==> src/rtl/read_burst_ctrl.sv <==
// Burst read sequencer: issues base/length commanded reads to a 256-entry synchronous
// memory and streams the returned words through a 2-entry buffer. Optional: BURST_LOOP_EN.
module read_burst_ctrl #(
    parameter int DATA_W  = 32,
    parameter int MEM_LAT = 1
) (
    input  logic              clk,
    input  logic              rst_n,
    input  logic              start,
    input  logic [7:0]        base_addr,
    input  logic [7:0]        burst_len,
    input  logic              loop,
    input  logic              abort,
    output logic              mem_rd_en,
    output logic [7:0]        mem_addr,
    input  logic [DATA_W-1:0] mem_rdata,
    output logic [DATA_W-1:0] out_data,
    output logic              out_valid,
    input  logic              out_ready,
    output logic              busy,
    output logic              done
);

    if (MEM_LAT != 1) begin : g_bad_mem_lat
        $error("read_burst_ctrl: only MEM_LAT=1 is supported");
    end

    typedef enum logic [1:0] {IDLE, RUN, DRAIN} state_t;

    state_t            state, state_nxt;
    logic [8:0]        remaining, remaining_nxt;
    logic [7:0]        addr_nxt;
    logic [8:0]        start_len;
    logic              issue;
    logic              done_nxt;
    logic              rd_vld_p1;
    logic [DATA_W-1:0] buf_data [2];
    logic              wr_ptr, rd_ptr;
    logic [1:0]        buf_cnt;
    logic              pop;
    logic              drained;
    logic [2:0]        occupancy;

`ifdef BURST_LOOP_EN
    logic [7:0]        base_q;
    logic [8:0]        len_q;
    logic              loop_q;
    logic              abort_seen;
`else
    logic              unused_loop;
    assign unused_loop = loop;
`endif

    assign start_len = (burst_len == 8'd0) ? 9'd256 : {1'b0, burst_len};
    assign out_valid = (buf_cnt != 2'd0);
    assign out_data  = buf_data[rd_ptr];
    assign pop       = out_valid && out_ready;
    assign drained   = !rd_vld_p1 && (buf_cnt == 2'd0);
    assign busy      = (state != IDLE);
    assign mem_rd_en = issue;

    // Slots still claimed at the next edge: the word in flight plus what the buffer
    // keeps after this cycle's pop. Counting the pop keeps 1 word/cycle streaming.
    assign occupancy = {2'b00, rd_vld_p1} + {1'b0, buf_cnt} - {2'b00, pop};

    always_comb begin
        state_nxt     = state;
        remaining_nxt = remaining;
        addr_nxt      = mem_addr;
        issue         = 1'b0;
        done_nxt      = 1'b0;
        case (state)
            IDLE: begin
                if (start) begin
                    state_nxt     = RUN;
                    addr_nxt      = base_addr;
                    remaining_nxt = start_len;
                end
            end
            RUN: begin
                if (abort) begin
                    state_nxt = DRAIN;
                end else if ((remaining != 9'd0) && (occupancy < 3'd2)) begin
                    issue         = 1'b1;
                    remaining_nxt = remaining - 9'd1;
                    addr_nxt      = mem_addr + 8'd1;
                    if (remaining == 9'd1) begin
                        state_nxt = DRAIN;
                    end
                end
            end
            DRAIN: begin
                if (drained) begin
                    done_nxt  = 1'b1;
                    state_nxt = IDLE;
`ifdef BURST_LOOP_EN
                    if (loop_q && !abort_seen && !abort) begin
                        state_nxt     = RUN;
                        remaining_nxt = len_q;
                        addr_nxt      = base_q;
                    end
`endif
                end
            end
            default: state_nxt = IDLE;
        endcase
    end

    always_ff @(posedge clk or negedge rst_n) begin
        if (!rst_n) begin
            state     <= IDLE;
            remaining <= 9'd0;
            mem_addr  <= 8'd0;
            rd_vld_p1 <= 1'b0;
            done      <= 1'b0;
        end else begin
            state     <= state_nxt;
            remaining <= remaining_nxt;
            mem_addr  <= addr_nxt;
            rd_vld_p1 <= issue;
            done      <= done_nxt;
        end
    end

    // Output buffer: memory data lands here the cycle after the read strobe.
    always_ff @(posedge clk or negedge rst_n) begin
        if (!rst_n) begin
            buf_data[0] <= '0;
            buf_data[1] <= '0;
            wr_ptr      <= 1'b0;
            rd_ptr      <= 1'b0;
            buf_cnt     <= 2'd0;
        end else begin
            if (rd_vld_p1) begin
                buf_data[wr_ptr] <= mem_rdata;
                wr_ptr           <= ~wr_ptr;
            end
            if (pop) begin
                rd_ptr <= ~rd_ptr;
            end
            case ({rd_vld_p1, pop})
                2'b10:   buf_cnt <= buf_cnt + 2'd1;
                2'b01:   buf_cnt <= buf_cnt - 2'd1;
                default: buf_cnt <= buf_cnt;
            endcase
        end
    end

`ifdef BURST_LOOP_EN
    always_ff @(posedge clk or negedge rst_n) begin
        if (!rst_n) begin
            base_q     <= 8'd0;
            len_q      <= 9'd0;
            loop_q     <= 1'b0;
            abort_seen <= 1'b0;
        end else if (state == IDLE) begin
            abort_seen <= 1'b0;
            if (start) begin
                base_q <= base_addr;
                len_q  <= start_len;
                loop_q <= loop;
            end
        end else if (abort) begin
            abort_seen <= 1'b1;
        end
    end
`endif

endmodule

==> config.mk <==
export PLATFORM = sky130hd
export DESIGN_NAME = read_burst_ctrl
export DESIGN_NICKNAME = d
export VERILOG_FILES = /design/src/rtl/read_burst_ctrl.sv
export SDC_FILE = /design/constraint.sdc
export NUM_CORES = 1
export LEC_CHECK = 0
export BUFFER_PORTS_ARGS = -buffer_cell sky130_fd_sc_hd__buf_2
export CAP_MARGIN = 0
export CORE_MARGIN = 2
export CORE_UTILIZATION = 39
export CTS_BUF_LIST = sky130_fd_sc_hd__clkbuf_8 sky130_fd_sc_hd__clkbuf_16
export DETAILED_ROUTE_END_ITERATION = 10
export SYNTH_ARGS = -nofsm -noshare
export SYNTH_HDL_FRONTEND = slang
export SYNTH_SLANG_ARGS = --single-unit
==> constraint.sdc <==
create_clock -name clk -period 3.8 [get_ports clk]
set_input_delay 0.76 -clock clk [delete_from_list [all_inputs] [get_ports clk]]
set_output_delay 0.76 -clock clk [all_outputs]
set_load 0.01 [all_outputs]
After elaboration in Yosys (flattened, before gate mapping)

Index checks and enable logic that the tools add are counted.

Flip-flop bits (word level): 89
Input port bits: 54
Output and inout port bits: 44
Word-level logic and storage cells: 77

Add/sub/neg operators: 6
Magnitude comparators: 4
Eq/ne operators: 11
Muxes and demuxes: 27
Bitwise gates (word level): 4
Reduce and logical (&&, ||, !) cells: 15

Operators by type and width:

| kind                  | count |
|---|---|
| $mux W32              | 4 |
| $bwmux W64            | 1 |
| $mux W9               | 4 |
| $demux W32 S1         | 1 |
| $mux W8               | 3 |
| $pmux W9 S2           | 1 |
| $pmux W8 S2           | 1 |
| $mux W2               | 5 |
| $eq A9 B1 Y1 const B  | 1 |
| $reduce_bool A9 Y1    | 1 |
| $sub A9 B1 Y9 const B | 1 |
| $add A8 B1 Y8 const B | 1 |
| $logic_not A8 Y1      | 1 |
| $ne A2 B2 Y1 const B  | 4 |
| $reduce_and A4 Y1     | 2 |
| $reduce_bool A2 Y1    | 4 |
| $ne A3 B3 Y1 const B  | 2 |
| $pmux W2 S3           | 1 |
| $mux W1               | 5 |
| $eq A2 B1 Y1 const B  | 2 |
| $eq A2 B2 Y1 const B  | 2 |
| $ge A2 B2 Y1 const B  | 2 |
| $logic_and A1 B1 Y1   | 4 |
| $logic_not A2 Y1      | 2 |
| 10 further kinds      | 12 |

Depth between registers and ports, before layout

Depth after elaboration: 8
Gate-level depth with buffers: 10
Depth with buffers taken out: 9

Worst setup path before layout

No wires, ideal clock.

Kind: input to output
From: input out_ready
To: output mem_rd_en
Arrival: 2469 ps
Data required time: 3040 ps
Path slack: 571 ps
Stages on the path: 8
Cells stage by stage: nand2_1 -> nor2_1 -> a21oi_1 -> nand2b_1 -> fa_1 -> xor2_1 -> a211o_4 -> nor3_1

Word-level cells in the longest chain between the ends: 7

Ends and longest elaborated chain:

| item                | line | RTL |
|---|---|---|
| start: declaration  | 19   | `input logic out_ready,` |
| $logic_and A1 B1 Y1 | 57   | `assign pop = out_valid && out_ready;` |
| $sub A3 B1 Y3       | 64   | `assign occupancy = {2'b00, rd_vld_p1} + {1'b0, buf_cnt} - {2'b00, pop};` |
| $lt A3 B2 Y1        | 83   | `end else if ((remaining != 9'd0) && (occupancy < 3'd2)) begin` |
| $logic_and A1 B1 Y1 | 83   |  |
| $mux W1             | 83   |  |
| $mux W1             | 81   | `if (abort) begin` |
| $mux W1             | 72   | `case (state)` |
| end: declaration    | 14   | `output logic mem_rd_en,` |

No other way between the ends.

Worst setup path in the final report

Ends and elaborated chain as after synthesis.

==> results.md <==
* Status: completed
* Unrepaired setup endpoints after global routing: false
* Setup ws final at 332 ps
* # H-tree levels at 3
* Clock Tree Root: clkbuf_16
* Final wirelength at just under 10,000 um
* Mux share of post-synthesis cell area at 0.244
* Clk buf depth at 2
* Post-synth ARST share at 1.00
* Post-DP HPWL at between 6000 and 7000 um
* Peak supply drop at 0.000383 V
* Static Leak at 0.00244 uW
* # hold bufs at CTS at 0
* Area contributors post-synth: dfrtp_1 49%, mux2_2 24%, nand2_1 1.3%
* Slowest cell on the critical path: fa_1
* Gr ovfl total at 0
* Pwr dens at just under 900 nW/um^2
* NetSw at approximately 1700 uW
* Row count at 39
* Register area share after synthesis at 0.493
* Yosys top cell area share at 0.493
* Cell area after synthesis at 4510 um^2
* Post-synth EDFFs at 0
* Area of the multi-input gates at 2170 um^2
* N_diodes at 0
* Register area at roughly 2200 um^2
* Filler Cell Count at around 1,000
* Fmax at 288 MHz
* Die Wd at around 110 um
* Worst-path clk slew at 60 ps
* Post-Syn Nets at 419
* Die H at approximately 110 um
* Clk sinks at 89
* Global-route wire length before repair at 16,900 um
* Combinational share of power at 0.447
* Clock group share of total power at 0.180
* Relative slew slack at 0.316
* Largest net degree at the start of global routing at approximately 50
* Post-CTS Resized at 0
* CP endpoint kind: output pin
* Power Total at around 4800 uW
* P_int at 3050 uW
* WP data required at 3040 ps
* Drt via density at 5.38
* # DRC at 0
* Final count of pins violating max slew at 0
* Final setup viols at 0
* Post-synth top area cell: dfrtp_1
* Synth Instances at 360
* Most used DFF post-synth: dfrtp_1
* WP buf/inv at 2
* Final Hold Fails at 0
* CP most frequent cell: buf_2
* Core Area at 11,400 um^2
* Area growth syn-to-layout at 20.3%
* Die ar. at 12,500 um^2
* Initial core utilization at 0.397
* Complex-gate fraction of the synthesized area at 0.120
* Hold WC Path Type: input pin to asynchronous set/reset pin
* Layout cells sized above 1 at 0.488
* IO buf count at 96
* Synth Register Bits at 89
* Synth warn at 0
* CP arrival at 2710 ps
* Antenna Nets Post-Route at 0
* Initial DRC Count at 157
* Mean post-synth cell area at 12.5 um^2
* Vias in the first global route at approximately 3,400
* Routed wire per std cell at 16.5 um
* Setup WS pre-CTS at 325 ps
* Max cap viols at 0
* Min cycle time layout at around 3500 ps
* CTS tree: yes
* Crit-path leading delay family: simple AND/OR/NAND/NOR gates
* Worst clock skew at 4.48 ps
* Adder-cell share of the synthesized area at 0.0155
* Post-Synth XOR/XNOR Area at 0.00776
* Overall Global Routing Usage at 0.169
* Largest family of logic cells by synthesized area: multiplexers
* Final TNS setup at 0 ps
* CP Max Fanout at 4
* RePlAce Congestion at 0.885
* Num CTS Buffers at 9
* Fin crit share at 0.913
* Crit-path cells: buf_2 > nand2_1 > nor2_1 > a21oi_1 > nand2b_1 > fa_1 > xor2_1 > a211o_4 > nor3_1 > buf_2
* Ports at 98
* Initial antenna violation count at 0
* Switching share of power at 0.363
* Vias at 3,240
* Critical setup path kind: input pin to output pin
* Worst-Margin Slew at 1020 ps
* Count of cell types in the netlist at 58
* # nets final at 514
* Max stage delay on crit path at 390 ps
* Setup Buffers After CTS at 0
* Startpoint Class: input pin
* Post-Synth Simple-Gate Area at 0.0912
* Clock Latency Late Sink at 340 ps
* DRT Pass-1 Iters at 4
* Seq pwr share at 0.373
-- power by group through the flow --
stage	logic, uW	registers, uW	clock network (uW)
floorplan	1590	1680	0
global placement	2130	1770	0
detailed placement	2160	1810	0
CTS	2180	1800	881
global route	2350	1870	920
finish	2140	1790	861
-- synthesized netlist by cell type, types with 3 or more instances --
cell type	n
mux2_2	95
dfrtp_1	89
nand2_1	16
nor2_1	11
inv_1	10
nor3_1	10
clkbuf_1	9
o21ai_0	8
a21oi_1	6
a2bb2oi_1	6
buf_2	6
nand2b_1	5
nand3_1	5
o211a_1	5
buf_1	4
ha_1	4
nor2b_1	4
o22ai_1	4
a21o_1	3
a22oi_1	3
nor4_1	3
o211ai_1	3
o221ai_1	3
or3_1	3
-- metal layers --
metal  GRT usage  part of all wire
met1       0.224              0.46
met2       0.272              0.47
met3      0.0370             0.053
met4      0.0642             0.019
met5           0                 0
-- area by class of cell --
class	count	area share
sequential	89	0.410
multi-input combinational	241	0.399
timing repair buffer	104	0.100
clock buffer	9	0.0415
tap	143	0.0329
clock inverter	6	0.00990
inverter	10	0.00691
-- sequential cells by signal, summed over array words and instances, names as in the netlist --
signal     flops
buf_data      64
remaining      9
mem_addr       8
buf_cnt        2
state          2
done           1
rd_ptr         1
rd_vld_p1      1
wr_ptr         1
-- path summary, 6_finish.rpt --
check                        startpoint           end  slack, ps  cells after the start
max                           out_ready     mem_rd_en        330                     10
max in group asynchronous         rst_n  buf_data[46]       2810                      2
min in group clk           buf_data[38]  buf_data[38]        480                      1
min reg2reg                buf_data[38]  buf_data[38]        480                      1
max reg2reg                  buf_cnt[1]  remaining[1]        840                     11
min                               rst_n  buf_data[42]        200                      1
-- per-stage QoR --
step | hold WS, ps | util | std cells | instance area [um^2]
CTS | 190 | 0.478 | 602 | 5430
floorplan | 454 | - | 360 | 4510
finish | 202 | 0.478 | 602 | 5430
global route | 190 | 0.478 | 602 | 5430
detailed placement | 479 | 0.453 | 587 | 5150
global placement | 464 | 0.453 | 587 | 5150
-- cell usage in the layout (no fill, tap or decap), drive strengths merged, types with 6 or more instances in the layout --
| cell | instances |
|---|---|
| buf | 104 |
| mux2 | 97 |
| dfrtp | 89 |
| nand2 | 16 |
| inv | 13 |
| nor2 | 11 |
| nor3 | 10 |
| clkbuf | 9 |
| o21ai | 8 |
| a21oi | 7 |
| a2bb2oi | 6 |
-- cells by family (layout without fill, tap and decap cells) --
group                      count (synthesis)  after routing
AOI/OAI and AO/OA                         63             63
muxes                                     98             98
buffers and inverters                     30            129
xor gates and xnor gates                   4              4
and+or+nand+nor                           71             71
adders and majority gates                  5              5
DFF                                       89             89
No activity file was read; power rests on OpenSTA's default activity.
